**src/rtl/riscv_ctrl_pkg.sv**
```systemverilog
`default_nettype none
// ============================================================================
//  Module      : riscv_ctrl_pkg
//  Description : Shared opcode, ALUOp and FSM state definitions for the
//                multicycle RISC-V main control unit.
//  Revision    : 1.0 - initial release
// ============================================================================
package riscv_ctrl_pkg;

    localparam logic [6:0] OP_LOAD      = 7'b0000011;
    localparam logic [6:0] OP_STORE     = 7'b0100011;
    localparam logic [6:0] OP_RTYPE     = 7'b0110011;
    localparam logic [6:0] OP_ITYPE_ALU = 7'b0010011;
    localparam logic [6:0] OP_BRANCH    = 7'b1100011;

    localparam logic [2:0] ALUOP_ADD   = 3'b000;
    localparam logic [2:0] ALUOP_SUB   = 3'b001;
    localparam logic [2:0] ALUOP_FUNCT = 3'b010;
    localparam logic [2:0] ALUOP_OR    = 3'b011;

    typedef enum logic [3:0] {
        ST_FETCH     = 4'd0,
        ST_DECODE    = 4'd1,
        ST_MEM_ADDR  = 4'd2,
        ST_MEM_READ  = 4'd3,
        ST_MEM_WB    = 4'd4,
        ST_MEM_WRITE = 4'd5,
        ST_EXEC_R    = 4'd6,
        ST_EXEC_I    = 4'd7,
        ST_ALU_WB    = 4'd8,
        ST_BRANCH    = 4'd9
    } state_t;

    function automatic logic is_legal_op(input logic [6:0] op);
        return (op == OP_LOAD) || (op == OP_STORE) || (op == OP_RTYPE) ||
               (op == OP_ITYPE_ALU) || (op == OP_BRANCH);
    endfunction

endpackage
`default_nettype wire

```
**src/rtl/mem_wait_timer.sv**
```systemverilog
`default_nettype none
// ============================================================================
//  Module      : mem_wait_timer
//  Description : Wait-state counter with timeout compare, shared by all
//                memory-access states of the control FSM.
//  Revision    : 1.0 - initial release
// ============================================================================
module mem_wait_timer #(
    parameter int MEM_WAIT_MAX = 15
) (
    input  logic clk,
    input  logic rst_n,
    input  logic active,
    input  logic mem_ready,
    input  logic clear,
    output logic timeout
);

    // Timeout fires on the cycle whose stall would bring the count to the limit.
    localparam logic [7:0] c_LIMIT = 8'(MEM_WAIT_MAX - 1);

    logic [7:0] r_count;

    always_ff @(posedge clk or negedge rst_n) begin
        if (!rst_n) begin
            r_count <= 8'd0;
        end else if (clear) begin
            r_count <= 8'd0;
        end else if (active && !mem_ready) begin
            r_count <= r_count + 8'd1;
        end
    end

    assign timeout = active && !mem_ready && (r_count == c_LIMIT);

endmodule
`default_nettype wire

```
**src/rtl/multicycle_control.sv**
```systemverilog
`default_nettype none
// ============================================================================
//  Module      : multicycle_control
//  Description : Main control FSM of the multicycle RISC-V datapath with
//                memory wait-state timeout. Optional retired-instruction
//                counter enabled by defining INSTRET_COUNTER_EN.
//  Revision    : 1.0 - initial release
// ============================================================================
module multicycle_control
    import riscv_ctrl_pkg::*;
#(
    parameter int MEM_WAIT_MAX = 15
) (
`ifdef INSTRET_COUNTER_EN
    output logic [31:0] instret,
`endif
    input  logic       clk,
    input  logic       rst_n,
    input  logic [6:0] opcode,
    input  logic       zero,
    input  logic       mem_ready,
    output logic       PCWrite,
    output logic       PCWriteCond,
    output logic       IorD,
    output logic       MemRead,
    output logic       MemWrite,
    output logic       IRWrite,
    output logic       MemtoReg,
    output logic       RegWrite,
    output logic       ALUSrcA,
    output logic [1:0] ALUSrcB,
    output logic       PCSource,
    output logic [2:0] ALUOp,
    output logic       bus_error,
    output logic       illegal_op
);

    state_t r_state;
    state_t w_state_next;
    logic   w_timeout;
    logic   w_wait_active;
    logic   w_timer_clear;
    logic   r_bus_error;
    logic   r_illegal_op;

    assign w_wait_active = (r_state == ST_FETCH) || (r_state == ST_MEM_READ) ||
                           (r_state == ST_MEM_WRITE);
    // A timeout in FETCH re-enters FETCH, so the counter must be cleared explicitly.
    assign w_timer_clear = (w_state_next != r_state) || w_timeout;

    mem_wait_timer #(
        .MEM_WAIT_MAX(MEM_WAIT_MAX)
    ) u_mem_wait_timer (
        .clk      (clk),
        .rst_n    (rst_n),
        .active   (w_wait_active),
        .mem_ready(mem_ready),
        .clear    (w_timer_clear),
        .timeout  (w_timeout)
    );

    always_ff @(posedge clk or negedge rst_n) begin
        if (!rst_n) begin
            r_state <= ST_FETCH;
        end else begin
            r_state <= w_state_next;
        end
    end

    always_comb begin
        w_state_next = r_state;
        case (r_state)
            ST_FETCH: begin
                if (mem_ready)      w_state_next = ST_DECODE;
                else if (w_timeout) w_state_next = ST_FETCH;
            end
            ST_DECODE: begin
                case (opcode)
                    OP_LOAD, OP_STORE: w_state_next = ST_MEM_ADDR;
                    OP_RTYPE:          w_state_next = ST_EXEC_R;
                    OP_ITYPE_ALU:      w_state_next = ST_EXEC_I;
                    OP_BRANCH:         w_state_next = ST_BRANCH;
                    default:           w_state_next = ST_FETCH;
                endcase
            end
            ST_MEM_ADDR:  w_state_next = (opcode == OP_LOAD) ? ST_MEM_READ : ST_MEM_WRITE;
            ST_MEM_READ: begin
                if (mem_ready)      w_state_next = ST_MEM_WB;
                else if (w_timeout) w_state_next = ST_FETCH;
            end
            ST_MEM_WRITE: begin
                if (mem_ready || w_timeout) w_state_next = ST_FETCH;
            end
            ST_MEM_WB:    w_state_next = ST_FETCH;
            ST_EXEC_R:    w_state_next = ST_ALU_WB;
            ST_EXEC_I:    w_state_next = ST_ALU_WB;
            ST_ALU_WB:    w_state_next = ST_FETCH;
            ST_BRANCH:    w_state_next = ST_FETCH;
            default:      w_state_next = ST_FETCH;
        endcase
    end

    always_comb begin
        PCWrite     = 1'b0;
        PCWriteCond = 1'b0;
        IorD        = 1'b0;
        MemRead     = 1'b0;
        MemWrite    = 1'b0;
        IRWrite     = 1'b0;
        MemtoReg    = 1'b0;
        RegWrite    = 1'b0;
        ALUSrcA     = 1'b0;
        ALUSrcB     = 2'b00;
        PCSource    = 1'b0;
        ALUOp       = ALUOP_ADD;
        case (r_state)
            ST_FETCH: begin
                MemRead = 1'b1;
                ALUSrcB = 2'b01;
                IRWrite = mem_ready;
                PCWrite = mem_ready;
            end
            ST_DECODE: begin
                ALUSrcB = 2'b10;
            end
            ST_MEM_ADDR: begin
                ALUSrcA = 1'b1;
                ALUSrcB = 2'b10;
            end
            ST_MEM_READ: begin
                MemRead = 1'b1;
                IorD    = 1'b1;
            end
            ST_MEM_WB: begin
                RegWrite = 1'b1;
                MemtoReg = 1'b1;
            end
            ST_MEM_WRITE: begin
                MemWrite = 1'b1;
                IorD     = 1'b1;
            end
            ST_EXEC_R: begin
                ALUSrcA = 1'b1;
                ALUOp   = ALUOP_FUNCT;
            end
            ST_EXEC_I: begin
                ALUSrcA = 1'b1;
                ALUSrcB = 2'b10;
                ALUOp   = ALUOP_OR;
            end
            ST_ALU_WB: begin
                RegWrite = 1'b1;
            end
            ST_BRANCH: begin
                ALUSrcA     = 1'b1;
                ALUOp       = ALUOP_SUB;
                PCSource    = 1'b1;
                PCWriteCond = ~zero;
            end
            default: ;
        endcase
    end

    always_ff @(posedge clk or negedge rst_n) begin
        if (!rst_n) begin
            r_bus_error  <= 1'b0;
            r_illegal_op <= 1'b0;
        end else begin
            r_bus_error  <= w_timeout;
            r_illegal_op <= (r_state == ST_DECODE) && !is_legal_op(opcode);
        end
    end

    assign bus_error  = r_bus_error;
    assign illegal_op = r_illegal_op;

`ifdef INSTRET_COUNTER_EN
    logic [31:0] r_instret;
    logic        w_retire;

    assign w_retire = (r_state == ST_MEM_WB) || (r_state == ST_ALU_WB) ||
                      (r_state == ST_BRANCH) ||
                      ((r_state == ST_MEM_WRITE) && mem_ready);

    always_ff @(posedge clk or negedge rst_n) begin
        if (!rst_n) begin
            r_instret <= 32'd0;
        end else if (w_retire) begin
            r_instret <= r_instret + 32'd1;
        end
    end

    assign instret = r_instret;
`endif

endmodule
`default_nettype wire

```
**config.mk**
```make
export PLATFORM = sky130hd
export DESIGN_NAME = multicycle_control
export DESIGN_NICKNAME = d
export VERILOG_FILES = /design/src/rtl/riscv_ctrl_pkg.sv /design/src/rtl/mem_wait_timer.sv /design/src/rtl/multicycle_control.sv
export SDC_FILE = /design/constraint.sdc
export NUM_CORES = 1
export LEC_CHECK = 0
export ABC_AREA = 0
export CAP_MARGIN = 20
export CORE_MARGIN = 2
export CORE_UTILIZATION = 30
export CTS_BUF_LIST = sky130_fd_sc_hd__clkbuf_4 sky130_fd_sc_hd__clkbuf_8
export CTS_CLUSTER_DIAMETER = 40
export DETAILED_ROUTE_END_ITERATION = 8
export PLACE_DENSITY = 0.6
export SETUP_SLACK_MARGIN = 0.1
export SLEW_MARGIN = 20
export SYNTH_ARGS = -nofsm -noshare
export SYNTH_HDL_FRONTEND = slang
export SYNTH_SLANG_ARGS = --single-unit
```
**constraint.sdc**
```tcl
create_clock -name clk -period 2.03 [get_ports clk]
set_clock_uncertainty 0.2 [all_clocks]
set_input_delay 0.5075 -clock clk [delete_from_list [all_inputs] [get_ports clk]]
set_output_delay 0.5075 -clock clk [all_outputs]
set_load 0.01 [all_outputs]
```
==> run metrics, run 1 <==
worst-case clock buffer depth 2; DP Area 0.00173 sq mm; drt total wl 3940 um; status complete, but fails checks; clock latency on the worst-skew pair 0.25 ns; Crit path max-delay family flip-flops; CP Buf/Inv Count 4; failing checks negative setup slack; core area 0.00363 sq mm; most area-hungry cell type in the Yosys netlist dfrtp_1; largest net degree at the start of global routing 15; Final setup violation count 18; Fin. Hold Viols 0; Yosys reg bits 14; CTS Hold Bufs 0; Die X 65.3 um; First-pass DRT Iterations 4; crit end category output port; worst path arrival time 1.44 ns; LEAKAGE 0.968 nW; Remaining DRCs 0; launching element type of the critical path flip-flop; top cell type's share of synthesized area 31.1%; initial antenna violation count 0; Net Count, Synth 142; mapped cell area 0.00113 sq mm; IO Count 28; pwr dens 405 mW/mm^2; crit-path cells buf_4 > buf_4 > nand3_4 > inv_2 > a21o_1 > buf_2; TritonCTS clock tree built; Die Height 65.3 um; CP peak stage delay 0.48 ns; Cells after DPL 238; RSZ-0062 raised after global routing true; sequential element share of the synthesized area 31.1%; remaining antenna violation count 0; Critical-path top delay cell dfrtp_2; number of global-route vias before repair 1323; pre-CTS setup slack -0.496 ns; worst path required time 1.32 ns; Core Util, Final 58.4%; maximum clock rate 467 MHz; IO buf count 26; Pwr Total 859 uW; Max Cap Violations 0; wire per inst 15.2 um; first-pass GRT wire length 6080 um; Area Overhead vs Synth 88.6%; Max VDD drop 0.336 mV; synth warn 0; grt total ovfl 0; critical path class flip-flop to output port; # clock sinks 14; CTS buffer count 3; Root Buffer clkbuf_8; final std cells w/o fill 259; Vias/cell 4.98; Final Worst Setup Slack -0.113 ns; # fillers 338; share of layout cells above drive strength 1 61.1%; Syn Area/Cell 8.73 sq um; Vias 1291; final setup TNS -1.00 ns; minimum clock period 2.14 ns; post-route cell area 0.00212 sq mm; period utilization 106%; Total Routing Usage GR 18.5%; Antenna diodes 0; H-tree depth 1; top area cells in the synthesized netlist dfrtp_1 31%, xnor2_1 7.0%, nor3_2 6.2%; gp weighted congestion 0.890; Syn Inst Count 129; Die ar. 0.00426 sq mm; Max Transition Viols Final 0; initial core utilization 31.0%; number of DRC markers in iteration 0 43; row cnt 22; Hold Crit Class primary input to async pin; crit-path most repeated cell buf_4; worst-path fanout max 7; Hold Slack 0.367 ns; Nets 225; Yosys cell types 46; DPL Wire Length 2550 um; register clock-pin slew on the reported worst setup and hold paths 0.06 ns
sequential cells by signal, indices dropped and copies added (netlist names):
register / flops
illegal_op: 1
u_mem_wait_timer.r_count: 8
r_state: 4
bus_error: 1
worst reg2reg max path: stages (launching register included):
cell	delay [ns]
dfrtp_2	0.48
buf_6	0.15
buf_6	0.10
or3_4	0.33
a2bb2oi_4	0.22
o21ai_2	0.18
nand2_1	0.08
a32o_2	0.27
Yosys cell counts, drive strengths merged:
cell and instances:
nand3 5, o41ai 2, o41a 1, and3 2, o31a 1, xor2 1
nor4 2, or2 1, or4 1, nor3b 2, inv 8, o2bb2a 1
buf 7, a32o 1, a211oi 1, nor2 15, dfrtp 14, and2b 1
a31oi 1, ha 2, xnor2 9, a21oi 3, a41oi 1, nand4bb 1
nor3 16, o21ai 2, a21o 1, nand4b 1, o32ai 1, o221ai 1
clkbuf 2, or3 1, a2bb2oi 1, conb 1, o311a 1, nand2 14
a221oi 1, nor4b 1, nand2b 2
timing repair:
action | CTS | global route
setup buffers | 11 | 7
resized for setup | 98 | 26
pin swaps | 21 | 16
endpoints found under the setup margin | 26 | 26
hold endpoints to repair | 0 | 0
path summary, 6_finish.rpt:
| path | depth (start not counted) | start | slack, ns | to |
|---|---|---|---|---|
| min in group clk | 2 | u_mem_wait_timer.r_count[7] | 0.39 | u_mem_wait_timer.r_count[7] |
| worst max-delay path | 6 | r_state[2] | -0.11 | ALUOp[0] |
| max in group asynchronous | 2 | rst_n | 1.08 | r_state[2] |
| worst min register to register | 2 | u_mem_wait_timer.r_count[7] | 0.39 | u_mem_wait_timer.r_count[7] |
| worst max register to register | 7 | r_state[2] | -0.10 | r_state[1] |
| worst min-delay path | 2 | rst_n | 0.37 | u_mem_wait_timer.r_count[6] |
logic make-up after synthesis:
group	count (synthesis)	synth area share, %
compound gates	20	16.4
xor+xnor	10	7.78
fa+ha+maj	2	2.22
buf+inv	17	7.56
flops	14	31.1
other cells	1	0.333
simple gates	65	34.6
power breakdown:
part	total [mW]	leakage [nW]	internal, mW	switching (mW)
clock	0.276	0.0288	0.172	0.104
combinational	0.287	0.749	0.149	0.138
sequential	0.295	0.190	0.288	0.00731
final cells by class:
cell class	count	area [sq um]	share of cell area, %
Multi-Input combinational cell	98	931	43.8
Inverter	8	32.5	1.53
Clock buffer	4	55.1	2.59
Sequential cell	14	352	16.6
Timing Repair Buffer	87	693	32.6
Tap cell	48	60.1	2.83
cells in the final DEF (no fill, tap or decap), types with 2 or more instances in the layout:
cell,instances
xnor2_1,6
nor3_1,5
clkbuf_8,4
clkdlybuf4s50_1,4
dlygate4sd2_1,8
nor3_2,10
nand3_1,4
xnor2_2,2
nor2_2,6
inv_1,3
nand2b_4,2
nor3b_2,2
buf_6,13
inv_2,4
nand2_1,11
buf_4,48
buf_2,12
dfrtp_1,13
and3_1,2
ha_1,2
nor2_1,8
a21oi_1,2
routing by layer:
layer  vias to the layer above  GRT usage (%)  share of wire (%)
met5                         -              0                  0
met4                         0           8.33                5.2
met3                        17           1.71                4.1
met2                        43           35.6                 53
met1                       615           20.3                 38
li1                        616              -                  -
Power figures use the tool's default switching activity.
==> run 2, diff against run 1 <==
--- a/config.mk
+++ b/config.mk
@@ -14,6 +14,7 @@
 export DETAILED_ROUTE_END_ITERATION = 8
 export PLACE_DENSITY = 0.6
 export SETUP_SLACK_MARGIN = 0.1
+export SKIP_LAST_GASP = 1
 export SLEW_MARGIN = 20
 export SYNTH_ARGS = -nofsm -noshare
 export SYNTH_HDL_FRONTEND = slang
==> run 2 against run 1 <==
Against the previous run:
- the run still ends with negative setup slack left
- global-route usage decreased by 0.33 points
- utilization fell by 0.31 points
- routed wire length shrank 7.1%
- largest cell class unchanged
- largest power group unchanged
==> run metrics, run 2 (synthesis results as in run 1) <==
wire per inst 14.2 um; critical path class flip-flop to output port; Slew HR 64.9%; crit-path cells buf_6 > nor2_1 > and3_1 > clkdlybuf4s15_2; # fillers 331; maximum clock rate 464 MHz; initial antenna violation count 0; core area 0.00363 sq mm; multi-input logic area 923 sq um; failing checks negative setup slack; worst path required time 1.32 ns; R2R Path Start r_state[2]; Vias 1304; Crit path max-delay family flip-flops; gp weighted congestion 0.890; crit end category output port; IO Count 28; Die X 65.3 um; commonest cells after routing, fill and taps aside 48 x buf_4, 13 x dfrtp_1, 12 x buf_6; Max VDD drop 0.335 mV; LEAKAGE 0.943 nW; TritonCTS clock tree built; Die Height 65.3 um; Final Worst Setup Slack -0.123 ns; Nets 223; Max Transition Viols Final 0; status complete, but fails checks; Hold Crit Class primary input to async pin; worst path arrival time 1.45 ns; Vias/cell 5.07; clock latency on the worst-skew pair 0.25 ns; number of DRC markers in iteration 0 43; Largest regs u_mem_wait_timer.r_count: 8 flops, r_state: 4 flops; launching element type of the critical path flip-flop; most common cell after layout, fill and taps aside buf_4; Antenna diodes 0; grt total ovfl 0; CTS Hold Bufs 0; number of flip-flops in the largest register 8; RR Endpoint u_mem_wait_timer.r_count[7]; IO buf count 26; # clock sinks 14; Final setup violation count 20; RSZ-0062 raised after global routing true; share of layout cells above drive strength 1 60.3%; worst-case clock buffer depth 2; reg-to-reg setup timing slack -0.12 ns; FF-to-FF path depth 8; initial core utilization 31.0%; minimum clock period 2.15 ns; worst-path fanout max 7; number of global-route vias before repair 1325; Area Overhead vs Synth 87.6%; Die ar. 0.00426 sq mm; Max Cap Violations 0; CP peak stage delay 0.49 ns; Critical-path top delay cell dfrtp_2; first-pass GRT wire length 5980 um; Sequential Area 352 sq um; pre-CTS setup slack -0.496 ns; CP Buf/Inv Count 2; Remaining DRCs 0; drt total wl 3660 um; DPL Wire Length 2550 um; First-pass DRT Iterations 4; period utilization 106%; final setup TNS -1.32 ns; CTS buffer count 3; remaining antenna violation count 0; H-tree depth 1; register clock-pin slew on the reported worst setup and hold paths 0.06 ns; row cnt 22; Root Buffer clkbuf_8; Fin. Hold Viols 0; measured slew at the worst slew-check pin 0.520 ns; pwr dens 406 mW/mm^2; Total Routing Usage GR 18.2%; largest reg by FF count u_mem_wait_timer.r_count; largest net degree at the start of global routing 15
-- run 2: stage by stage --
stage	instance area [sq um]	power (mW)	hold WS (ns)	std cells	utilization [%]
after global placement	1730	0.529	0.365	238	47.5
final	2110	0.857	0.366	257	58.1
after detailed placement	1730	0.535	0.371	238	47.5
after CTS	1980	0.844	0.370	253	54.5
after floorplan	1130	0.409	0.0119	129	-
after global routing	2110	0.898	0.394	257	58.1
-- run 2: final cells by class --
type | instances | share of cell area, %
Clock buffer | 4 | 2.61
Inverter | 8 | 1.54
Multi-Input combinational cell | 98 | 43.7
Sequential cell | 14 | 16.6
Tap cell | 48 | 2.84
Timing Repair Buffer | 85 | 32.6
-- run 2: worst register-to-register path, stage by stage (launching register included) --
cell	delay, ns
dfrtp_2	0.49
buf_6	0.15
buf_6	0.10
or3_4	0.37
a2bb2oi_4	0.22
buf_6	0.15
nor4_4	0.13
xnor2_1	0.16
nor3_2	0.06
-- run 2: how the worst max path moves through the flow --
stage	start	endpoint	slack, ns	cells past startpoint
2_1_floorplan	mem_ready	u_mem_wait_timer.r_count[1]	0.09	6
3_3_place_gp	mem_ready	u_mem_wait_timer.r_count[7]	-0.47	8
3_5_place_dp	mem_ready	u_mem_wait_timer.r_count[1]	-0.50	8
4_1_cts	r_state[1]	ALUSrcB[1]	-0.09	5
5_1_grt	r_state[2]	r_state[1]	-0.18	7
6_report	r_state[2]	PCWrite	-0.12	4
-- run 2: timing repair --
action                                  in CTS  in global routing
resized for setup                           91                 28
pin swaps                                   21                  9
endpoints found under the setup margin      26                 26
buffers inserted                            11                  4
-- run 2: power by group --
group	leakage (nW)	switching (mW)	internal, mW
clock	0.0288	0.104	0.172
combinational	0.725	0.136	0.148
sequential	0.190	0.00761	0.288
total	0.943	0.248	0.608
-- run 2: metal layers --
metal	GRT usage, %	part of all wire, %
met1	19.4	40
met2	35.1	53
met3	1.88	4.3
met4	8.85	2.9
met5	0	0
==> run 3, diff against run 2 <==
--- a/config.mk
+++ b/config.mk
@@ -6,8 +6,8 @@
 export NUM_CORES = 1
 export LEC_CHECK = 0
 export ABC_AREA = 0
-export CAP_MARGIN = 20
-export CORE_MARGIN = 2
+export CAP_MARGIN = 40
+export CORE_MARGIN = 1
 export CORE_UTILIZATION = 30
 export CTS_BUF_LIST = sky130_fd_sc_hd__clkbuf_4 sky130_fd_sc_hd__clkbuf_8
 export CTS_CLUSTER_DIAMETER = 40
==> run 3 against run 2 <==
Against the previous run:
- the flow still finishes with violations (negative setup slack)
- power rose by 1.8%
- utilization rose by 4.2 points
- fmax grew 3.2%
- register-to-register slack better by 0.11 ns
- clock power is 1% lower
- sequential cell count did not move
- global-route usage rose by 1.4 points
- routed wire length is 1.8% higher
- critical path depth unchanged
- sequential power about the same
- non-clock buffer count fell by 2
- worst hold slack worse by 0.0058 ns
- highest routed layer unchanged
==> run metrics, run 3 (synthesis results as in run 1) <==
status complete, but fails checks; failing checks negative setup slack; IO buf count 26; remaining antenna violation count 0; commonest cells after routing, fill and taps aside 44 x buf_4, 14 x buf_6, 11 x dfrtp_1; initial antenna violation count 0; minimum clock period 2.09 ns; critical path class flip-flop to output port; Vias/cell 5.02; CTS Hold Bufs 0; LEAKAGE 0.961 nW; met1 Use GR 21.7%; drt total wl 3720 um; Max Cap Violations 0; wire per inst 14.7 um; Die ar. 0.00400 sq mm; Area Overhead vs Synth 92.1%; final setup TNS -0.211 ns; crit end category output port; number of DRC markers in iteration 0 34; worst path arrival time 1.38 ns; register clock-pin slew on the reported worst setup and hold paths 0.06 ns; Pwr Total 872 uW; # clock sinks 14; gp weighted congestion 0.876; number of flip-flops in the largest register 8; Vias 1269; First-pass DRT Iterations 4; worst path required time 1.32 ns; Fin. Hold Viols 0; first-pass GRT wire length 6200 um; Final setup violation count 6; clock latency on the worst-skew pair 0.25 ns; pwr dens 403 mW/mm^2; core area 0.00347 sq mm; Nets 221; most common cell after layout, fill and taps aside buf_4; Die Height 63.3 um; RSZ-0062 raised after global routing true; number of global-route vias before repair 1386; CTS buffer count 3; DPL Wire Length 2390 um; Remaining DRCs 0; worst-path fanout max 7; IO Count 28; share of layout cells above drive strength 1 63.8%; FF-to-FF path depth 8; row cnt 21; Die X 63.3 um; grt total ovfl 0; Total Routing Usage GR 19.6%; H-tree depth 1; maximum clock rate 479 MHz; largest net degree at the start of global routing 15; worst-case clock buffer depth 2; TritonCTS clock tree built; Final Worst Setup Slack -0.0564 ns; reg-to-reg setup timing slack -0.01 ns; largest reg by FF count u_mem_wait_timer.r_count; Max Transition Viols Final 0; Antenna diodes 0; met2 Use GR 37.8%; Root Buffer clkbuf_8; launching element type of the critical path flip-flop; Hold Crit Class primary input to async pin; grt peak-use layer met2; Largest regs u_mem_wait_timer.r_count: 8 flops, r_state: 4 flops; GR Util met3 2.54%; initial core utilization 32.5%; Max VDD drop 0.409 mV; period utilization 103%
## run 3: cell types whose count changed in the layout (fill, tap and decap cells not counted), sizes merged
cell    change
clkbuf      -1
buf         -1
## run 3: stage by stage
stage                     hold slack [ns]  instance area [sq um]  instances  util [%]  setup slack (ns)
after detailed placement            0.367                   1700        233      49.1            -0.468
after CTS                           0.368                   2040        249      58.7           -0.0342
after global placement              0.352                   1700        233      49.1            -0.412
after global routing                0.380                   2160        253      62.4            -0.107
after floorplan                    0.0119                   1130        129         -            0.0912
final                               0.360                   2160        253      62.4           -0.0564
## run 3: metal layers
layer  up-vias  part of all wire (%)
met3         9                   3.7
li1        612                     -
met5         -                     0
met4         0                   2.4
met2        31                    55
met1       617                    39
## run 3: report_power, final
group | total, mW | switching [mW] | internal [mW]
combinational | 0.304 | 0.145 | 0.158
sequential | 0.297 | 0.00828 | 0.288
clock | 0.272 | 0.100 | 0.172
total | 0.872 | 0.254 | 0.618
## run 3: timing repair
action                                  in CTS  in global routing
pin swaps                                   28                 13
setup buffers                               12                  4
gates resized for setup                    110                 26
gates cloned                                 0                  0
endpoints found under the setup margin      26                 26
## run 3: worst paths after layout
check | startpoint | endpoint
worst max-delay path | r_state[0] | PCWrite
worst min-delay path | rst_n | u_mem_wait_timer.r_count[5]
worst max register to register | r_state[2] | u_mem_wait_timer.r_count[7]
worst min register to register | u_mem_wait_timer.r_count[7] | u_mem_wait_timer.r_count[7]
max in group asynchronous | rst_n | r_state[3]
min in group clk | u_mem_wait_timer.r_count[7] | u_mem_wait_timer.r_count[7]
## run 3: critical path, stage by stage, from the launching register on
cell and delay [ns]:
dfrtp_1 0.42, buf_6 0.16, nor2_2 0.12, and3_1 0.19, clkdlybuf4s15_2 0.23
## run 3: area by class of cell
cell class                 instances  area (sq um)
fill                             283          1310
timing repair buffer              83           682
tap                               46          57.6
inverter                           8          35.0
sequential                        14           354
clock buffer                       4          55.1
multi-input combinational         98           980
